### config.mk
export PLATFORM = sky130hd
export DESIGN_NAME = fetch_pair_buffer
export DESIGN_NICKNAME = d
export VERILOG_FILES = /design/src/rtl/fetch_pair_buffer.sv
export SDC_FILE = /design/constraint.sdc
export NUM_CORES = 1
export LEC_CHECK = 0
export ABC_AREA = 1
export CAP_MARGIN = 30
export CORE_ASPECT_RATIO = 1.5
export CORE_MARGIN = 2
export CORE_UTILIZATION = 25
export DETAILED_ROUTE_END_ITERATION = 6
export DONT_BUFFER_PORTS = 1
export GPL_TIMING_DRIVEN = 0
export RECOVER_POWER = 25
export SYNTH_ARGS = -nofsm -noshare
export SYNTH_HDL_FRONTEND = slang
export SYNTH_SLANG_ARGS = --single-unit
### constraint.sdc
create_clock -name clk -period 3.9 [get_ports clk]
set_input_delay 0.585 -clock clk [delete_from_list [all_inputs] [get_ports clk]]
set_output_delay 0.585 -clock clk [all_outputs]
set_load 0.005 [all_outputs]
### src/rtl/fetch_pair_buffer.sv
// Instruction fetch queue feeding the dual-issue scheduler: credit-limited sequential
// fetch, circular word buffer, and presentation/pop of the two oldest words.
module fetch_pair_buffer #(
    parameter int          DEPTH    = 8,
    parameter logic [31:0] RESET_PC = 32'h0000_0000,
    localparam int         CW       = $clog2(DEPTH) + 1
) (
    input  logic          clk,
    input  logic          n_rst,
    output logic          imem_req,
    output logic [31:0]   imem_addr,
    input  logic          imem_ready,
    input  logic          imem_rvalid,
    input  logic [31:0]   imem_rdata,
    input  logic          redirect,
    input  logic [31:0]   redirect_pc,
    input  logic          freeze1,
    input  logic          freeze2,
    input  logic          drain,
    output logic [31:0]   instruction0,
    output logic [31:0]   instruction1,
    output logic          nothing_filled,
    output logic [CW-1:0] count
);

    localparam int            AW      = $clog2(DEPTH);
    localparam logic [CW:0]   DEPTH_C = (CW+1)'(DEPTH);

    logic [31:0]   r_pc;
    logic [AW-1:0] r_head;
    logic [AW-1:0] r_tail;
    logic [CW-1:0] r_count;
    logic [CW-1:0] r_outstanding;
    logic [CW-1:0] r_discard;
    logic [31:0]   r_mem [DEPTH];

    logic [CW:0]   w_credit;
    logic          w_accept;
    logic          w_drop;
    logic          w_push;
    logic          w_nf;
    logic          w_consume;
    logic [1:0]    w_pop;
    logic [AW-1:0] w_head1;

    // Words leaving the buffer this cycle: a full pair when two are held, else the lone word.
    function automatic logic [1:0] pop_amount(input logic consume, input logic [CW-1:0] occ);
        if (!consume)
            return 2'd0;
        return (occ >= CW'(2)) ? 2'd2 : 2'd1;
    endfunction

    // ---- request side: outstanding responses always have a reserved slot
    assign w_credit  = {1'b0, r_count} + {1'b0, r_outstanding};
    assign imem_req  = !n_rst && !redirect && (w_credit < DEPTH_C);
    assign imem_addr = r_pc;
    assign w_accept  = imem_req && imem_ready;

    // ---- response side: responses to pre-redirect fetches are dropped
    assign w_drop = imem_rvalid && (r_discard != '0);
    assign w_push = !n_rst && !redirect && imem_rvalid && (r_discard == '0);

    // ---- presentation / pop
    assign w_nf      = (r_count == '0) || ((r_count == CW'(1)) && !drain);
    assign w_consume = !freeze1 && !freeze2 && !w_nf && !redirect;
    assign w_pop     = pop_amount(w_consume, r_count);
    assign w_head1   = r_head + AW'(1);

    assign nothing_filled = w_nf;
    assign instruction0   = w_nf ? 32'h0 : r_mem[r_head];
    assign instruction1   = (r_count >= CW'(2)) ? r_mem[w_head1] : 32'h0;
    assign count          = r_count;

    always_ff @(posedge clk) begin
        if (n_rst) begin
            r_pc          <= RESET_PC;
            r_head        <= '0;
            r_tail        <= '0;
            r_count       <= '0;
            r_outstanding <= '0;
            r_discard     <= '0;
        end else if (redirect) begin
            // Everything still in flight becomes garbage; a response landing now is dropped too.
            r_pc          <= redirect_pc;
            r_head        <= '0;
            r_tail        <= '0;
            r_count       <= '0;
            r_outstanding <= r_outstanding - CW'(imem_rvalid);
            r_discard     <= r_outstanding - CW'(imem_rvalid);
        end else begin
            if (w_accept)
                r_pc <= r_pc + 32'd4;
            r_outstanding <= r_outstanding + CW'(w_accept) - CW'(imem_rvalid);
            if (w_drop)
                r_discard <= r_discard - CW'(1);
            if (w_push)
                r_tail <= r_tail + AW'(1);
            r_head  <= r_head + AW'(w_pop);
            r_count <= r_count + CW'(w_push) - CW'(w_pop);
        end
    end

    always_ff @(posedge clk) begin
        if (w_push)
            r_mem[r_tail] <= imem_rdata;
    end

    always_ff @(posedge clk) begin
        if (!n_rst && imem_rvalid)
            assert (r_outstanding != '0);
        if (w_push && (w_pop == 2'd0))
            assert (r_count != CW'(DEPTH));
    end

endmodule

==> metrics, run 1 <==
vias in the first global route=14100; Psw=1.57 mW; Synth async-reset ratio=0%; WL/cell=21.8 µm; I/O pin cnt=174; normalized max-slew margin=38.5%; worst hold start=imem_rdata[4]; RSZ-0062 raised after global routing=no; clock latency on the worst-skew pair=0.60 ns; TritonCTS buffer count=31; Synth Area in Compound Gates=17.7%; Yosys Warn Count=0; DRC=0; Seq/Total Area, Yosys=55.2%; IR drop worst, VDD=0.339 mV; Overall Power=6.97 mW; Hold Crit Endpoint=r_mem[5][4]; die height=311 µm; Synthesized Nets=1871; largest net degree at the start of global routing=20; max cap viols=0; Worst Hold Class=in2reg; Post-synth EDFFs=256; most frequent cells in the layout=nand2_1 (280), nor2_1 (264), edfxtp_1 (256); GP Congestion=0.963; CP max stage delay=0.65 ns; Critical R2R Launch=count[2]; R2R depth=17; htree depth=1; final-layout fill cell count=6559; Worst-path clk slew=0.07 ns; hold depth=0; Top FF cell, synth=edfxtp_1; P_leak=6.66 nW; commonest non-fill, non-tap cell in the layout=nand2_1; f_max=0.265 GHz; Post-CTS Hold Buffers=0; Clock power frac=43.7%; Internal=5.40 mW; IO buf count=0; CTS tree=yes; mux contribution to synthesized area=0%; Mapped Area=15700 µm²; final cell count without fillers=2653; drt pass-1 iters=6; Die ar.=65000 µm²; Arr. time, crit path=3.18 ns; Least-Margin Pin Slew=0.922 ns; main combinational cell family by area after synthesis=compound AO/OA/AOI/OAI gates; Syn Area/Cell=8.87 µm²; switching fraction of total power=22.5%; Overall Global Routing Usage=17.2%; GRT overflow=0; Slew Limit Fails=0; critical-path cell list=ha_1 -> inv_2 -> buf_2 -> clkbuf_1 -> o21ai_0 -> a211oi_2; crit path capture type=output pin; WL final=57700 µm; Pwr per Cell Area=385 nW/µm²; Reg power frac=52.4%; xor and xnor area share after synthesis=0.557%; row count=112; Iteration-0 DRC Markers=1292; Worst Path Required=3.31 ns; Post-Place Cells=2595; Setup Fix Bufs, Post-CTS=0; worst reg2reg setup slack=0.52 ns; Ant. Diodes=0; slowest cell on the critical path=dfxtp_1; core area=62200 µm²; share of layout cells above drive strength 1=9.00%; Final nets=1927; period utilisation layout=96.6%; WS Path Type=reg2out; Final Hold Fails=0; DR vias=13700; hpwl dp=42700 µm; adder-cell share of the synthesized area=2.13%; clock sinks=306; Worst Setup Start Kind=register; Antenna Violating Nets Remaining=0; vias per cell=5.16; initial antenna violation count=0; min Tclk post-route=3.77 ns; Netlist cell types=39; Comb pwr share=3.9%; #FFs+latches synth=306; Initial Utilization=25.3%; Die Wd=209 µm; synthesis-to-layout area growth=15.0%; first-pass GRT wire length=85200 µm; final setup fails=0; final setup skew=0.0149 ns; Critical Path Fanout Max=10; Clock Root Buffer=clkbuf_16; FF-to-FF End=count[3]; status=complete, no violations; Synth Area in Simple Gates=17.4%; Mapped Cells=1774; Clock Tree Buf Depth=3
-- logic make-up after synthesis --
logic type,count (synthesis)
AOI/OAI and AO/OA,517
xor gates and xnor gates,10
adders and majority gates,25
buffers and inverters,240
DFF,306
and+or+nand+nor,676
-- layer usage --
layer  vias to the layer above  global-route usage, %  share of wire (%)
li1                       6246                      -                  -
met1                      6496                   17.3                 34
met2                       768                   32.1                 52
met3                       183                   4.65                9.2
met4                         0                   9.01                4.9
met5                         -                      0                  0
-- cells in the mapped netlist (2+ instances only) --
cell type / n / area share, %
a211oi_1: 65 / 3.1
a21oi_1: 223 / 7.1
a22o_1: 2 / 0.11
a31oi_1: 5 / 0.20
buf_1: 17 / 0.41
buf_2: 32 / 1.0
buf_4: 11 / 0.52
buf_6: 15 / 1.1
clkbuf_1: 39 / 0.93
dfxtp_1: 50 / 6.4
edfxtp_1: 256 / 49
fa_1: 3 / 0.38
ha_1: 22 / 1.7
inv_1: 119 / 2.8
inv_2: 6 / 0.14
nand2_1: 280 / 6.7
nand3_1: 101 / 3.2
nand3b_1: 6 / 0.29
nand4_1: 4 / 0.16
nor2_1: 266 / 6.3
nor2_2: 3 / 0.12
nor3_1: 9 / 0.29
o21ai_0: 195 / 6.2
o21ai_1: 21 / 0.67
or2_2: 2 / 0.079
xnor2_1: 4 / 0.22
xor2_1: 6 / 0.33
-- worst max-delay path, delay by kind of cell, from the launching register on --
family                   cells  cell delay (ns)
AO/OA/AOI/OAI                2             0.76
flip-flops                   1             0.65
buffers and inverters        3             0.84
adder cells (fa/ha/maj)      1             0.34
-- area by class of cell --
class | instances | area (µm²) | area share [%]
Buffer | 114 | 632 | 3.49
Clock buffer | 39 | 836 | 4.62
Clock inverter | 19 | 178 | 0.981
Inverter | 126 | 473 | 2.61
Multi-Input combinational cell | 1228 | 6020 | 33.2
Sequential cell | 306 | 8690 | 48.0
Tap cell | 798 | 998 | 5.51
Timing Repair Buffer | 23 | 280 | 1.55
-- power by group through the flow --
stage / Sequential, mW / Combinational (mW) / Clock, mW
global placement: 3.72 / 0.261 / 0
CTS: 3.65 / 0.276 / 3.08
global route: 3.66 / 0.313 / 3.18
floorplan: 3.70 / 0.201 / 0
finish: 3.65 / 0.275 / 3.05
detailed placement: 3.72 / 0.274 / 0
-- repair_timing --
action | CTS | global route
endpoints found under the setup margin | 2 | 51
pin swaps | 0 | 0
resized for setup | 1 | 14
-- per-stage QoR --
step / setup WS [ns] / hold WS [ns] / area, µm² / setup TNS [ns] / util (%)
floorplan: -0.0239 / 0.466 / 15700 / -2.28 / -
global placement: -2.53 / 0.482 / 16700 / -491.98 / 26.9
detailed placement: 0.549 / 0.495 / 17100 / 0 / 27.4
CTS: 0.00554 / 0.0500 / 18100 / 0 / 29.1
global route: 0.0684 / 0.0573 / 18100 / 0 / 29.1
finish: 0.131 / 0.0785 / 18100 / 0 / 29.1
-- state kept, by name, summed over array words and instances (netlist names) --
name	count
imem_addr	32
r_mem	256
r_discard	4
r_tail	3
r_head	3
count	4
r_outstanding	4
-- worst max path at each step --
stage	endpoint	slack, ns	from	cells past startpoint
2_1_floorplan	r_mem[4][0]	-0.02	imem_rvalid	7
3_3_place_gp	r_mem[6][20]	-2.53	r_discard[0]	9
3_5_place_dp	count[3]	0.55	count[2]	17
4_1_cts	instruction0[29]	0.006	count[2]	8
5_1_grt	instruction0[29]	0.07	count[2]	8
6_report	instruction1[31]	0.13	r_head[0]	6
No activity file was read; power rests on OpenSTA's default activity.
==> run 2, diff against run 1 <==
--- a/config.mk
+++ b/config.mk
@@ -6,6 +6,7 @@
 export NUM_CORES = 1
 export LEC_CHECK = 0
 export ABC_AREA = 1
+export ABC_CLOCK_PERIOD_IN_PS = 3900
 export CAP_MARGIN = 30
 export CORE_ASPECT_RATIO = 1.5
 export CORE_MARGIN = 2
==> results of run 2 <==
Same layout as run 1: the final DEF is identical, and so are final timing and power.
